`config.mk`:
```
export PLATFORM = sky130hd
export DESIGN_NAME = bti_arb_mux_flat
export DESIGN_NICKNAME = d
export VERILOG_FILES = /design/src/rtl/bti_pkg.sv /design/src/rtl/bti_arb_mux_if.sv /design/src/rtl/bti_id_fifo.sv /design/src/rtl/bti_arb_mux.sv /design/src/flat_wrapper.sv
export SDC_FILE = /design/constraint.sdc
export NUM_CORES = 1
export LEC_CHECK = 0
export ABC_AREA = 1
export ABC_CLOCK_PERIOD_IN_PS = 2400
export BUFFER_PORTS_ARGS = -buffer_cell sky130_fd_sc_hd__buf_2
export CAP_MARGIN = 20
export CORE_AREA = 2 2 112 114
export DETAILED_ROUTE_END_ITERATION = 10
export DIE_AREA = 0 0 114 116
export SLEW_MARGIN = 30
export SYNTH_ARGS = -nofsm -noshare
export SYNTH_HDL_FRONTEND = slang
export SYNTH_SLANG_ARGS = --single-unit
```
`constraint.sdc`:
```
create_clock -name clk -period 2.4 [get_ports clk]
set_clock_uncertainty 0.05 [all_clocks]
set_input_delay 0 -clock clk [delete_from_list [all_inputs] [get_ports clk]]
set_output_delay 0 -clock clk [all_outputs]
set_load 0.02 [all_outputs]
```
`src/rtl/bti_pkg.sv`:
```
// Shared BTI definitions: command encodings, arbitration modes, index helpers.
// No logic; constants and constant-foldable functions only.
// Used by the arbiter/mux top and its testbench.
package bti_pkg;

  localparam logic BTI_CMD_RD = 1'b0;
  localparam logic BTI_CMD_WR = 1'b1;

  localparam int ARB_RR    = 0;
  localparam int ARB_FIXED = 1;

  // Low bit of lane idx in a vector packed from lanes of width w
  function automatic int slice_lo(input int idx, input int w);
    return idx * w;
  endfunction

  // Width of a host index; a single bit even for the two-host case
  function automatic int id_width(input int n);
    return (n > 2) ? $clog2(n) : 1;
  endfunction

  // (base + inc) mod n, for rotating priority
  function automatic int wrap_add(input int base, input int inc, input int n);
    return (base + inc) % n;
  endfunction

endpackage

```
`src/rtl/bti_arb_mux_if.sv`:
```
// Host-side and guest-side BTI request/response bundle for the arbiter/mux.
// No latency; wires only.
// Flow control is plain valid/ready on every request and response channel.
interface bti_arb_mux_if #(
  parameter int BTI_AW   = 32,
  parameter int BTI_DW   = 32,
  parameter int HOST_NUM = 2
);

  logic [HOST_NUM-1:0]            host_req_vld;
  logic [HOST_NUM-1:0]            host_req_rdy;
  logic [HOST_NUM*BTI_AW-1:0]     host_req_addr;
  logic [HOST_NUM-1:0]            host_req_cmd;
  logic [HOST_NUM*BTI_DW-1:0]     host_req_wdata;
  logic [HOST_NUM*BTI_DW/8-1:0]   host_req_strb;
  logic [HOST_NUM-1:0]            host_rsp_vld;
  logic [HOST_NUM-1:0]            host_rsp_rdy;
  logic [BTI_DW-1:0]              host_rsp_data;
  logic                           host_rsp_err;

  logic                           gst_req_vld;
  logic                           gst_req_rdy;
  logic [BTI_AW-1:0]              gst_req_addr;
  logic                           gst_req_cmd;
  logic [BTI_DW-1:0]              gst_req_wdata;
  logic [BTI_DW/8-1:0]            gst_req_strb;
  logic                           gst_rsp_vld;
  logic                           gst_rsp_rdy;
  logic [BTI_DW-1:0]              gst_rsp_data;
  logic                           gst_rsp_err;

  logic                           orphan_rsp;

  // Arbiter/mux view
  modport slave (
    input  host_req_vld, host_req_addr, host_req_cmd, host_req_wdata, host_req_strb,
    input  host_rsp_rdy, gst_req_rdy, gst_rsp_vld, gst_rsp_data, gst_rsp_err,
    output host_req_rdy, host_rsp_vld, host_rsp_data, host_rsp_err,
    output gst_req_vld, gst_req_addr, gst_req_cmd, gst_req_wdata, gst_req_strb,
    output gst_rsp_rdy, orphan_rsp
  );

  // Environment view: drives the hosts and the guest
  modport master (
    output host_req_vld, host_req_addr, host_req_cmd, host_req_wdata, host_req_strb,
    output host_rsp_rdy, gst_req_rdy, gst_rsp_vld, gst_rsp_data, gst_rsp_err,
    input  host_req_rdy, host_rsp_vld, host_rsp_data, host_rsp_err,
    input  gst_req_vld, gst_req_addr, gst_req_cmd, gst_req_wdata, gst_req_strb,
    input  gst_rsp_rdy, orphan_rsp
  );

endinterface

```
`src/rtl/bti_id_fifo.sv`:
```
// Outstanding-ID FIFO: records the issuing host of each accepted request.
// Head is combinational from storage; push/pop take effect on the next edge.
// Push is dropped when full and pop when empty; callers gate on full/empty.
module bti_id_fifo #(
  parameter int DW    = 1,
  parameter int DEPTH = 4
) (
  input  logic                         clk,
  input  logic                         rst,
  input  logic                         push,
  input  logic [DW-1:0]                push_dat,
  input  logic                         pop,
  output logic                         full,
  output logic                         empty,
  output logic [$clog2(DEPTH+1)-1:0]   count,
  output logic [DW-1:0]                head
);

  localparam int PW = (DEPTH > 1) ? $clog2(DEPTH) : 1;
  localparam int CW = $clog2(DEPTH + 1);

  logic [DW-1:0] mem [DEPTH];
  logic [PW-1:0] wr_ptr;
  logic [PW-1:0] rd_ptr;
  logic          do_push;
  logic          do_pop;

  // Pointers wrap at DEPTH so non-power-of-two depths work
  function automatic logic [PW-1:0] ptr_inc(input logic [PW-1:0] p);
    return (p == PW'(DEPTH - 1)) ? '0 : p + PW'(1);
  endfunction

  assign full    = (count == CW'(DEPTH));
  assign empty   = (count == '0);
  assign do_push = push & ~full;
  assign do_pop  = pop & ~empty;
  assign head    = mem[rd_ptr];

  // Storage write; contents need no reset since count guards every read
  always_ff @(posedge clk) begin
    if (do_push) begin
      mem[wr_ptr] <= push_dat;
    end
  end

  // Pointer and occupancy bookkeeping; simultaneous push/pop leaves count unchanged
  always_ff @(posedge clk) begin
    if (rst) begin
      wr_ptr <= '0;
      rd_ptr <= '0;
      count  <= '0;
    end else begin
      if (do_push) wr_ptr <= ptr_inc(wr_ptr);
      if (do_pop)  rd_ptr <= ptr_inc(rd_ptr);
      case ({do_push, do_pop})
        2'b10:   count <= count + CW'(1);
        2'b01:   count <= count - CW'(1);
        default: count <= count;
      endcase
    end
  end

endmodule

```
`src/rtl/bti_arb_mux.sv`:
```
// N-host to one-guest BTI arbiter/mux with in-order response steering by host ID.
// Zero added latency: request and response paths are combinational.
// A stalled grant is locked until accepted; requests stop while OST_DEPTH IDs are outstanding.
module bti_arb_mux
  import bti_pkg::*;
#(
  parameter int BTI_AW    = 32,
  parameter int BTI_DW    = 32,
  parameter int HOST_NUM  = 2,
  parameter int OST_DEPTH = 4,
  parameter int ARB_MODE  = 0
) (
  input  logic         clk,
  input  logic         rst,
  bti_arb_mux_if.slave bus
);

  localparam int IDW = id_width(HOST_NUM);
  localparam int CW  = $clog2(OST_DEPTH + 1);
  localparam int SW  = BTI_DW / 8;

  logic [IDW-1:0] rr_ptr;
  logic           lock;
  logic [IDW-1:0] lock_id;
  logic [IDW-1:0] arb_idx;
  logic [IDW-1:0] cand;
  logic           arb_found;
  logic [IDW-1:0] gnt;
  logic           grant_vld;
  logic           accept;
  logic           pop;
  logic           full;
  logic           empty;
  logic [CW-1:0]  ost_count;
  logic [IDW-1:0] head;
  logic           orphan_q;

  // Choose among requesting hosts: lowest index, or first at/after rr_ptr
  always_comb begin
    arb_found = 1'b0;
    arb_idx   = '0;
    cand      = '0;
    if (ARB_MODE == ARB_FIXED) begin
      for (int k = HOST_NUM - 1; k >= 0; k--) begin
        if (bus.host_req_vld[k]) begin
          arb_found = 1'b1;
          arb_idx   = IDW'(k);
        end
      end
    end else begin
      for (int k = 0; k < HOST_NUM; k++) begin
        cand = IDW'(wrap_add(int'(rr_ptr), k, HOST_NUM));
        if (!arb_found && bus.host_req_vld[cand]) begin
          arb_found = 1'b1;
          arb_idx   = cand;
        end
      end
    end
  end

  assign gnt       = lock ? lock_id : arb_idx;
  assign grant_vld = !rst && !full && (lock || arb_found);
  assign accept    = bus.gst_req_vld & bus.gst_req_rdy;

  // Steer the granted host onto the guest and return ready to that host only
  always_comb begin
    bus.gst_req_vld   = grant_vld;
    bus.gst_req_addr  = '0;
    bus.gst_req_cmd   = BTI_CMD_RD;
    bus.gst_req_wdata = '0;
    bus.gst_req_strb  = '0;
    bus.host_req_rdy  = '0;
    for (int k = 0; k < HOST_NUM; k++) begin
      if (gnt == IDW'(k)) begin
        bus.gst_req_addr    = bus.host_req_addr[slice_lo(k, BTI_AW) +: BTI_AW];
        bus.gst_req_cmd     = bus.host_req_cmd[k];
        bus.gst_req_wdata   = bus.host_req_wdata[slice_lo(k, BTI_DW) +: BTI_DW];
        bus.gst_req_strb    = bus.host_req_strb[slice_lo(k, SW) +: SW];
        bus.host_req_rdy[k] = grant_vld & bus.gst_req_rdy;
      end
    end
  end

  // Route the guest response to the oldest outstanding host; discard it when none is outstanding
  always_comb begin
    bus.host_rsp_vld = '0;
    bus.gst_rsp_rdy  = 1'b0;
    if (!rst) begin
      if (ost_count == '0) begin
        bus.gst_rsp_rdy = 1'b1;
      end else begin
        for (int k = 0; k < HOST_NUM; k++) begin
          if (head == IDW'(k)) begin
            bus.host_rsp_vld[k] = bus.gst_rsp_vld;
            bus.gst_rsp_rdy     = bus.host_rsp_rdy[k];
          end
        end
      end
    end
  end

  assign bus.host_rsp_data = bus.gst_rsp_data;
  assign bus.host_rsp_err  = bus.gst_rsp_err;
  assign pop               = bus.gst_rsp_vld & bus.gst_rsp_rdy & ~empty;
  assign bus.orphan_rsp    = orphan_q;

  // Lock a stalled grant until the guest accepts it; rotate priority past the accepted host
  always_ff @(posedge clk) begin
    if (rst) begin
      rr_ptr  <= '0;
      lock    <= 1'b0;
      lock_id <= '0;
    end else if (accept) begin
      lock <= 1'b0;
      if (ARB_MODE == ARB_RR) begin
        rr_ptr <= IDW'(wrap_add(int'(gnt), 1, HOST_NUM));
      end
    end else if (grant_vld) begin
      lock    <= 1'b1;
      lock_id <= gnt;
    end
  end

  // Sticky flag for a guest response that had no outstanding request to answer
  always_ff @(posedge clk) begin
    if (rst) begin
      orphan_q <= 1'b0;
    end else if (empty && bus.gst_rsp_vld) begin
      orphan_q <= 1'b1;
    end
  end

  bti_id_fifo #(
    .DW    (IDW),
    .DEPTH (OST_DEPTH)
  ) u_id_fifo (
    .clk      (clk),
    .rst      (rst),
    .push     (accept),
    .push_dat (gnt),
    .pop      (pop),
    .full     (full),
    .empty    (empty),
    .count    (ost_count),
    .head     (head)
  );

endmodule

```
`src/flat_wrapper.sv`:
```
// flat-port wrapper written by rule: the top's interface ports become plain ports
module bti_arb_mux_flat import bti_pkg::*;
#(
  parameter int BTI_AW    = 32,
  parameter int BTI_DW    = 32,
  parameter int HOST_NUM  = 2,
  parameter int OST_DEPTH = 4,
  parameter int ARB_MODE  = 0
)
  (clk, rst, bus_host_req_vld, bus_host_req_addr, bus_host_req_cmd, bus_host_req_wdata, bus_host_req_strb, bus_host_rsp_rdy, bus_gst_req_rdy, bus_gst_rsp_vld, bus_gst_rsp_data, bus_gst_rsp_err, bus_host_req_rdy, bus_host_rsp_vld, bus_host_rsp_data, bus_host_rsp_err, bus_gst_req_vld, bus_gst_req_addr, bus_gst_req_cmd, bus_gst_req_wdata, bus_gst_req_strb, bus_gst_rsp_rdy, bus_orphan_rsp);
  bti_arb_mux_if #(.BTI_AW(BTI_AW), .BTI_DW(BTI_DW), .HOST_NUM(HOST_NUM)) bus_i ();
  input  logic clk;
  input  logic rst;
  input wire logic [$bits(bus_i.host_req_vld)-1:0] bus_host_req_vld;
  input wire logic [$bits(bus_i.host_req_addr)-1:0] bus_host_req_addr;
  input wire logic [$bits(bus_i.host_req_cmd)-1:0] bus_host_req_cmd;
  input wire logic [$bits(bus_i.host_req_wdata)-1:0] bus_host_req_wdata;
  input wire logic [$bits(bus_i.host_req_strb)-1:0] bus_host_req_strb;
  input wire logic [$bits(bus_i.host_rsp_rdy)-1:0] bus_host_rsp_rdy;
  input wire logic [$bits(bus_i.gst_req_rdy)-1:0] bus_gst_req_rdy;
  input wire logic [$bits(bus_i.gst_rsp_vld)-1:0] bus_gst_rsp_vld;
  input wire logic [$bits(bus_i.gst_rsp_data)-1:0] bus_gst_rsp_data;
  input wire logic [$bits(bus_i.gst_rsp_err)-1:0] bus_gst_rsp_err;
  output wire logic [$bits(bus_i.host_req_rdy)-1:0] bus_host_req_rdy;
  output wire logic [$bits(bus_i.host_rsp_vld)-1:0] bus_host_rsp_vld;
  output wire logic [$bits(bus_i.host_rsp_data)-1:0] bus_host_rsp_data;
  output wire logic [$bits(bus_i.host_rsp_err)-1:0] bus_host_rsp_err;
  output wire logic [$bits(bus_i.gst_req_vld)-1:0] bus_gst_req_vld;
  output wire logic [$bits(bus_i.gst_req_addr)-1:0] bus_gst_req_addr;
  output wire logic [$bits(bus_i.gst_req_cmd)-1:0] bus_gst_req_cmd;
  output wire logic [$bits(bus_i.gst_req_wdata)-1:0] bus_gst_req_wdata;
  output wire logic [$bits(bus_i.gst_req_strb)-1:0] bus_gst_req_strb;
  output wire logic [$bits(bus_i.gst_rsp_rdy)-1:0] bus_gst_rsp_rdy;
  output wire logic [$bits(bus_i.orphan_rsp)-1:0] bus_orphan_rsp;
  assign bus_i.host_req_vld = bus_host_req_vld;
  assign bus_i.host_req_addr = bus_host_req_addr;
  assign bus_i.host_req_cmd = bus_host_req_cmd;
  assign bus_i.host_req_wdata = bus_host_req_wdata;
  assign bus_i.host_req_strb = bus_host_req_strb;
  assign bus_i.host_rsp_rdy = bus_host_rsp_rdy;
  assign bus_i.gst_req_rdy = bus_gst_req_rdy;
  assign bus_i.gst_rsp_vld = bus_gst_rsp_vld;
  assign bus_i.gst_rsp_data = bus_gst_rsp_data;
  assign bus_i.gst_rsp_err = bus_gst_rsp_err;
  assign bus_host_req_rdy = bus_i.host_req_rdy;
  assign bus_host_rsp_vld = bus_i.host_rsp_vld;
  assign bus_host_rsp_data = bus_i.host_rsp_data;
  assign bus_host_rsp_err = bus_i.host_rsp_err;
  assign bus_gst_req_vld = bus_i.gst_req_vld;
  assign bus_gst_req_addr = bus_i.gst_req_addr;
  assign bus_gst_req_cmd = bus_i.gst_req_cmd;
  assign bus_gst_req_wdata = bus_i.gst_req_wdata;
  assign bus_gst_req_strb = bus_i.gst_req_strb;
  assign bus_gst_rsp_rdy = bus_i.gst_rsp_rdy;
  assign bus_orphan_rsp = bus_i.orphan_rsp;
  bti_arb_mux #(.BTI_AW(BTI_AW), .BTI_DW(BTI_DW), .HOST_NUM(HOST_NUM), .OST_DEPTH(OST_DEPTH), .ARB_MODE(ARB_MODE)) u_core (.clk(clk), .rst(rst), .bus(bus_i));
endmodule
```
Yosys cells after proc, flatten, opt, wreduce, memory -nomap -nowiden
Memories as Yosys holds them, arrays and structs flattened. A register that Yosys moved wholly into a read port is not among the register bits.
Index checks and enable logic that the tools add are counted.
- memories kept: 1
- memory bits (writable): 4
- output and inout port bits: 109
- input bits: 179
- flip-flop bits (word level): 11
- word-level logic and storage cells: 70
- memory list (name ; depth ; bits a word ; rd ports ; clocked after Yosys merged registers in ; write ports ; RTL line ; source):
    u_core.u_id_fifo.mem ; 4 ; 1 ; 1 ; 1 ; 1 ; bti_id_fifo.sv:22 ; logic [DW-1:0] mem [DEPTH];
- muxes and demuxes: 29
- bitwise operators: 8
- order comparisons: 2
- equal/unequal tests: 5
- $add $sub $neg: 6
- reduce and logical (&&, ||, !) cells: 12
- operator list (operator ; count):
    $mux 32 ; 2
    $mux 1 ; 19
    $mux 2 ; 6
    $eq 2x2->1 const B ; 3
    $pmux 3 s2 ; 1
    $and 1x1->1 ; 5
    $add 2x1->2 const B ; 2
    $logic_and 1x1->1 ; 4
    $lt 1x2->1 const B ; 2
    $mux 4 ; 1
    $add 3x1->3 const B ; 1
    $eq 3x3->1 const B ; 1
    $logic_not 1->1 ; 3
    $logic_not 3->1 ; 1
    $not 1->1 ; 3
    $sub 3x1->3 const B ; 1
    $add 1x1->1 const B ; 2
    $eq 2x1->1 const B ; 1
    $reduce_and 2->1 ; 1
    $reduce_bool 2->1 ; 1
    $reduce_or 2->1 ; 1
    $logic_or 1x1->1 ; 1

Longest topological paths before layout
Gate-level depths: netlist (run 1).
- depth in word-level cells: 12
- gate-level depth with buffers: 15
- depth with buffers taken out: 15

By module
From an unflattened synthesis (run 1), not the netlist that was laid out.
- cells, all modules: 384
- area total of the unflattened synthesis: 2132.0 um^2
- modules (own cells, without submodules) (module ; instances ; area each (um^2) ; sequential area each (um^2) ; cells an instance):
    bti_arb_mux ; 1 ; 1442.6 ; 80.1 ; 301
    bti_id_fifo ; 1 ; 689.4 ; 300.3 ; 83

Least setup slack after synthesis (run 1)
OpenSTA, ideal clock, no wires.
- kind: register to register
- start point: register with a tool-made name
- end point: register u_core.u_id_fifo.count[2]
- library setup time: 0.122 ns
- clock period less this slack: 2.000 ns
- arrival time: 1.828 ns
- path buffers: 0
- path slack: 0.400 ns
- cell stages (with the launch flop): 16
- path through: dfxtp_1 inv_1 nand2_1 nand3_1 nand2_1 nand2_1 nand2_1 nand2_1 inv_1 ha_1 inv_1 fa_1 a21oi_1 o21ai_0 o21ai_0 a21oi_1
- RTL lines (element ; RTL line ; source):
    to (signal assigned) ; bti_id_fifo.sv:56 ; 2'b10: count <= count + CW'(1);
    to (signal assigned) ; bti_id_fifo.sv:57 ; 2'b01: count <= count - CW'(1);
    to (signal assigned) ; bti_id_fifo.sv:58 ; default: count <= count;
    to (decl) ; bti_id_fifo.sv:15 ; output logic [$clog2(DEPTH+1)-1:0] count,

Worst setup path in the final report (run 1)
- start point: input rst
- end point: register u_core.u_id_fifo.count[2]
- cells in the longest elaborated chain, start to end: 7
- elaborated cells on any way between the ends: 13
- ends and longest elaborated chain (element ; RTL line ; source):
    from (decl) ; flat_wrapper.sv:13 ; input logic rst;
    $logic_not 1->1 ; bti_arb_mux.sv:62 ; assign grant_vld = !rst && !full && (lock || arb_found);
    $logic_and 1x1->1 (2 in series) ; bti_arb_mux.sv:62 ;
    $and 1x1->1 ; bti_arb_mux.sv:63 ; assign accept = bus.gst_req_vld & bus.gst_req_rdy;
    $and 1x1->1 ; bti_id_fifo.sv:35 ; assign do_push = push & ~full;
    $eq 2x1->1 / $eq 2x2->1 (equally long branches) ; bti_id_fifo.sv:55 ; case ({do_push, do_pop})
    $pmux 3 s2 / $reduce_bool 2->1 (equally long branches) ; - ;
Parallel ways exist; a longest one is shown, timed or not.
A chain may end at the register's enable or synchronous reset.

==> results.txt, run 1 <==
Mapped Cells: 373
Hpwl dp: 6230 µm
Syn_nets: 559
Final Core Density: 29.1%
H-tree levels: 1
Worst Hold Class: in -> reg
VDD IR max: 0.216 mV
Post-synth top area share: 42.4%
Worst-case clock buffer depth: 2
Synth area leaders: nand2_1 42%, dfxtp_1 13%, buf_4 12%, edfxtp_1 6.0%, nor2_1 4.3%
Critical R2R Capture: u_core.u_id_fifo.count[2]
Ant diodes: 0
Clk Latency, worst-skew pair: 0.24 ns
Sequential-to-total area share from yosys stat: 18.9%
Crit path max fanout: 10
FP Rows: 40
I/O Buffers: 221
Worst slew pin tran: 0.401 ns
Via Count: 2858
Die H: 116 µm
Count of cell types in the netlist: 20
CP peak stage delay: 0.54 ns
CTS Buf Count: 3
Status: finished clean
GRT met2 Usage: 18.5%
Tcrit/Tclk final: 88.9%
LEAKAGE: 2.14 nW
Slew HR: 73.0%
Critical path buffers and inverters: 5
IO Count: 288
Peak Freq: 0.469 GHz
Met3 Resource Use GR: 1.31%
Clk sinks: 17
Max-slew violation count: 0
CTS tree: built
Syn Std Cell Area: 2020 µm²
Most frequent cells in the layout: 227 x nand2_1, 221 x buf_2, 35 x dlygate4sd3_1
Die X: 114 µm
Dpl cell area: 3020 µm²
Layout cell share with drive strength beyond 1: 40.5%
Critical path endpoint category: register
Internal power: 0.878 mW
Routability cong.: 0.713
Wire per inst: 10.5 µm
CP arrival: 2.22 ns
DRT iter0 DRCs: 102
GRT overflow: 0
Crit-path cells: dlygate4sd3_1 -> buf_2 -> inv_4 -> nand2_1 -> nor2_2 -> nand2_1 -> inv_1 -> ha_1 -> inv_1 -> fa_1 -> a21oi_1 -> o21ai_1 -> o21ai_1 -> a21oi_1
Critical path's slowest cell: dlygate4sd3_1
Final hold vios: 0
Critical Path Source: rst
GRT Total Usage: 9.95%
Post-route cell area: 3470 µm²
Clock root buffer: clkbuf_16
Reg clk slew, reported paths: 0.05 ns
Core Region: 11900 µm²
Post-route ant nets: 0
Switching part of the total: 43.1%
Syn Area/Cell: 5.41 µm²
Synth-to-Final Area Change: 72.0%
Worst r2r src: u_core.u_id_fifo.mem[3]
Register bit total from synthesis: 17
Critical path type: in -> reg
CP endpoint: u_core.u_id_fifo.count[2]
1st-pass router iterations: 4
Comb power frac: 57.7%
Finish-stage setup viols: 0
Post-Route WL: 7780 µm
Reg2reg path depth: 14
Final net count: 780
Largest net degree at the start of global routing: 52
Fin cells: 740
P per Cell Area: 445 nW/µm²
Unrepaired setup endpoints after global routing: false
Critical path startpoint category: input port
Starting utilization of the core area: 16.9%
Commonest non-fill, non-tap cell in the layout: nand2_1
Die area: 13200 µm²
Synth Warn #: 0
Max Cap Viol: 0
Fin crit period: 2.13 ns
Flop pwr share: 21.1%
Switching power: 0.664 mW
CP Depth: 14
Initial antenna violation count: 0
Vias in the first global route: 2429
GRT busiest layer: met2
Worst path top cell family by delay: buffers and inverters
Worst reg-to-reg setup slack: 0.29 ns
Setup TNS: 0 ns
Clk pwr share: 21.3%
Avg Vias per Cell: 3.86
Met1 usage in global routing: 12.3%
Area leader, netlist: nand2_1
CP required: 2.48 ns
Placed cell count: 700
First-pass GRT wire length: 10800 µm
# DRC: 0
==> cells by family after synthesis <==
| logic type | synth area share [%] |
|---|---|
| adder cells (fa/ha/maj) | 4.71 |
| AO/OA/AOI/OAI | 4.28 |
| flip-flops | 18.9 |
| AND/OR/NAND/NOR | 49.4 |
| buffers and inverters | 22.8 |
==> power by group through the flow <==
stage / Sequential (mW) / Combinational, mW / Clock (mW)
finish: 0.325 / 0.889 / 0.328
global route: 0.327 / 0.976 / 0.349
CTS: 0.324 / 0.892 / 0.341
detailed placement: 0.330 / 0.800 / 0
global placement: 0.330 / 0.801 / 0
floorplan: 0.330 / 0.566 / 0
==> repair_timing <==
action / CTS / global route
endpoints found under the hold margin: 35 / 0
setup buffers: 0 / 1
endpoints found under the setup margin: 0 / 1
resized for setup: 0 / 7
hold buffers: 35 / 0
==> through the flow <==
stage	hold slack, ns	total power, mW	setup WS [ns]
final	0.0619	1.54	0.267
after global routing	0.108	1.65	0.0147
after CTS	0.0677	1.56	0.136
after detailed placement	-0.0499	1.13	0.208
after global placement	-0.0499	1.13	0.249
after floorplan	0.0191	0.896	0.400
==> worst min-delay path by stage <==
stage,depth (start not counted),endpoint,start,slack [ns]
6_report,3,u_core.lock,bus_gst_req_rdy,0.06
5_1_grt,3,u_core.lock,bus_gst_req_rdy,0.11
4_1_cts,3,u_core.lock,bus_gst_req_rdy,0.07
3_5_place_dp,0,bus_host_rsp_data[13],bus_gst_rsp_data[13],-0.05
3_3_place_gp,0,bus_host_rsp_data[13],bus_gst_rsp_data[13],-0.05
2_1_floorplan,1,u_core.lock,rst,0.02
==> cells in the mapped netlist (all sizes together) <==
master / n
nand2: 229
nand3: 7
ha: 6
a21oi: 8
dfxtp: 13
edfxtp: 4
nor2: 23
o21ai: 7
o21bai: 1
fa: 1
nor3: 1
inv: 24
nand3b: 1
buf: 48
==> cell type report <==
type,instances,area (µm²)
well taps,147,184
flip-flops and latches,17,382
repair buffers,264,1540
fillers,1325,8440
inverters,24,95.1
clock buffers,4,78.8
multi-input cells,284,1190
==> worst register-to-register path, cell delays in order, from the launching register on <==
cell and delay [ns]:
edfxtp_1 0.35, nand2_1 0.07, nand3_1 0.12, nand2_1 0.11, nand2_1 0.07, nand2_2 0.08
nand2_1 0.09, inv_1 0.07, ha_1 0.14, inv_1 0.07, fa_1 0.38, a21oi_1 0.15
o21ai_1 0.10, o21ai_1 0.12, a21oi_1 0.05
==> per-layer routing <==
| layer | part of all wire, % | wire length (µm) |
|---|---|---|
| met5 | 0 | 0 |
| met4 | 0.64 | 50 |
| met3 | 6.9 | 534 |
| met2 | 53 | 4160 |
| met1 | 39 | 3040 |
Note: power is estimated with default switching activity, not from simulation.
==> inputs of run 2 (changes only) <==
--- a/config.mk
+++ b/config.mk
@@ -5,13 +5,12 @@
 export SDC_FILE = /design/constraint.sdc
 export NUM_CORES = 1
 export LEC_CHECK = 0
-export ABC_AREA = 1
 export ABC_CLOCK_PERIOD_IN_PS = 2400
 export BUFFER_PORTS_ARGS = -buffer_cell sky130_fd_sc_hd__buf_2
 export CAP_MARGIN = 20
-export CORE_AREA = 2 2 112 114
+export CORE_AREA = 2 2 111 113
 export DETAILED_ROUTE_END_ITERATION = 10
-export DIE_AREA = 0 0 114 116
+export DIE_AREA = 0 0 113 115
 export SLEW_MARGIN = 30
 export SYNTH_ARGS = -nofsm -noshare
 export SYNTH_HDL_FRONTEND = slang
==> run 2 against run 1 <==
- global-route usage shrank 0.25 points
- die area shrank 1.7%
- critical path depth shrank 5
- highest routed layer unchanged
- sequential power shrank 2%
- largest cell class unchanged
- synthesized area shrank 4.1%
- the flow now finishes with violations (DRC, setup timing)
- total power shrank 11%
==> results.txt, run 2 <==
Combinational family with the most area after synthesis: multiplexers
Most common cell in the netlist: mux2_1
Synth area leaders: mux2_1 41%, dfxtp_1 13%, buf_4 13%, edfxtp_1 6.2%, ha_1 3.9%
Synth async-reset ratio: 0% (unchanged)
Syn Area/Cell: 9.97 µm² (+84%)
VDD IR max: 0.427 mV (+98%)
Die H: 115 µm (-0.86%)
Register bit total from synthesis: 17 (unchanged)
LEAKAGE: 1.71 nW (-20%)
Wire per inst: 13.5 µm (+29%)
I/O Buffers: 221 (unchanged)
Synth top cells by count: 70 x mux2_1, 33 x buf_4, 13 x dfxtp_1
H-tree levels: 1 (unchanged)
# DRC: 20 (+20)
CTS Buf Count: 3 (unchanged)
Commonest non-fill, non-tap cell in the layout: buf_2
Mapped Cells: 194 (-48%)
Critical path buffers and inverters: 1 (-4)
Finish-stage setup viols: 1 (+1)
Via Count: 2228 (-22%)
Die X: 113 µm (-0.88%)
Adder-Cell Fraction of Synth Area: 4.92% (+0.20 points)
First-pass GRT wire length: 10200 µm (-5.9%)
GRT Total Usage: 9.70% (-0.25 points)
Register area: 382 µm² (unchanged)
Synth-to-Final Area Change: 78.7%
Setup TNS: -0.128 ns (-0.128 ns)
Sequential-to-total area share from yosys stat: 19.7% (+0.81 points)
CP required: 2.53 ns (+0.05 ns)
Critical path startpoint category: register
Post-route ant nets: 0 (unchanged)
Max-slew violation count: 0 (unchanged)
Final net count: 607 (-22%)
FP Rows: 40 (unchanged)
Clk Latency, worst-skew pair: 0.25 ns (about the same)
Largest net degree at the start of global routing: 46 (-12%)
Fill count: 1232 (-7.0%)
DRT iter0 DRCs: 50 (-51%)
Crit path max fanout: 3 (-7)
Critical path type: reg -> reg
Post-synthesis mux area share: 44.9% (+45 points)
Ant diodes: 0 (unchanged)
Status: complete, but fails checks
Failing checks: DRC, setup timing
Slew HR: 70.0% (-3.0 points)
Final hold vios: 0 (unchanged)
Worst reg-to-reg setup slack: -0.13 ns (-0.42 ns)
Starting utilization of the core area: 16.4% (-0.56 points)
Post-synth top area share: 40.8% (-1.7 points)
Power Total: 1.37 mW (-11%)
Vias in the first global route: 2017 (-17%)
Layout cell share with drive strength beyond 1: 58.3% (+18 points)
Synth Area in XOR/XNOR: 0.906% (+0.91 points)
GRT overflow: 0 (unchanged)
Clock root buffer: clkbuf_16
Main flop type after synthesis: dfxtp_1
Post-synth EDFFs: 4 (unchanged)
Clk sinks: 17 (unchanged)
Unrepaired setup endpoints after global routing: true
Crit-path cells: mux4_2 -> mux2i_4 -> nor2_2 -> ha_2 -> inv_2 -> fa_2 -> xor2_1 -> or3_1 -> a21oi_1
Worst Hold Class: in -> reg
Syn Std Cell Area: 1930 µm² (-4.1%)
Worst path top cell family by delay: multiplexers
Dpl cell area: 3020 µm² (unchanged)
Count of cell types in the netlist: 31 (+55%)
Initial antenna violation count: 0 (unchanged)
Reg clk slew, reported paths: 0.05 ns (about the same)
Critical path endpoint category: register
Syn_nets: 380 (-32%)
IO Count: 288 (unchanged)
Most frequent cells in the layout: 221 x buf_2, 70 x mux2_1, 34 x dlygate4sd3_1
Multi-input logic area: 1250 µm² (+5.4%)
Hpwl dp: 6150 µm (-1.3%)
Post-route cell area: 3460 µm² (-0.36%)
Core Region: 11800 µm² (-0.84%)
Worst slew pin tran: 0.447 ns (+0.0453 ns)
Routability cong.: 0.769 (+7.8%)
CP arrival: 2.66 ns (+0.44 ns)
Peak Freq: 0.396 GHz (-16%)
P per Cell Area: 396 nW/µm² (-11%)
Worst hold slack: 0.0501 ns (-0.0117 ns)
1st-pass router iterations: 7 (+3)
Synth Warn #: 0 (unchanged)
Final Core Density: 29.3% (+0.14 points)
Avg Vias per Cell: 3.93 (+1.7%)
Die area: 13000 µm² (-1.7%)
Complex-gate fraction of the synthesized area: 3.30% (-0.98 points)
Simple-Gate Fraction of Synth Area: 9.51% (-40 points)
Area leader, netlist: mux2_1
CTS tree: built
Worst-case clock buffer depth: 2 (unchanged)
Max Cap Viol: 0 (unchanged)
Critical path's slowest cell: mux4_2
Fin crit period: 2.53 ns (+0.395 ns)
CP peak stage delay: 0.54 ns (about the same)
Post-Route WL: 7670 µm (-1.4%)
Final WS setup: -0.128 ns (-0.395 ns)
Tcrit/Tclk final: 105% (+16 points)
[run 2: changes by cell type after synthesis, sizes merged, moves of 5 or more]
cell,delta
buf,-7
nand3,-7
nor2,-12
nand2,-228
inv,-15
and2,+5
mux2,+71
[run 2: worst min-delay path, cell delays in order]
cell      delay (ns)
buf_2           0.11
nand2b_1        0.12
a21oi_1         0.06
[run 2: area by class of cell]
class / count / share of cell area, %
Clock buffer: 4 / 2.28
Timing Repair Buffer: 264 / 44.2
Inverter: 9 / 0.978
Tap cell: 147 / 5.32
Multi-Input combinational cell: 126 / 36.2
Sequential cell: 17 / 11.0
[run 2: final timing paths]
| path | startpoint | end | depth (start not counted) |
|---|---|---|---|
| max reg2reg | u_core.u_id_fifo.mem[3] | u_core.u_id_fifo.count[2] | 9 |
| max | u_core.u_id_fifo.mem[3] | u_core.u_id_fifo.count[2] | 9 |
| min | bus_gst_req_rdy | u_core.lock | 3 |
| min reg2reg | u_core.bus.orphan_rsp | u_core.bus.orphan_rsp | 2 |
[run 2: per-stage QoR]
| stage | worst slack [ns] | instances |
|---|---|---|
| CTS | -0.159 | 567 |
| floorplan | -0.0677 | 194 |
| global placement | -0.103 | 527 |
| detailed placement | -0.212 | 527 |
| global route | -0.224 | 567 |
| finish | -0.128 | 567 |
[run 2: cells by family (layout without fill, tap and decap cells)]
group                    count (synthesis)  after routing
AO/OA/AOI/OAI                           11             11
XOR/XNOR                                 2              2
adder cells (fa/ha/maj)                  7              7
buffers and inverters                   51            277
flip-flops                              17             17
multiplexers                            75             75
AND/OR/NAND/NOR                         31             31
[run 2: repair_timing]
action / in CTS / in global routing
hold endpoints to repair: 34 / 0
hold buffers: 34 / 0
setup buffers: 2 / 0
resized for setup: 0 / 1
setup endpoints to repair: 2 / 2
pin swaps: 3 / 1
[run 2: power breakdown]
part / switching (mW) / internal [mW]
combinational: 0.402 / 0.320
clock: 0.102 / 0.225
sequential: 0.0111 / 0.308
[run 2: per-layer routing]
| layer | vias up | GRT usage, % | wire length (µm) |
|---|---|---|---|
| met5 | - | 0 | 0 |
| met4 | 0 | 1.54 | 36 |
| met3 | 4 | 1.63 | 642 |
| met2 | 107 | 17.4 | 3990 |
| met1 | 1020 | 12.5 | 3000 |
| li1 | 1097 | - | - |
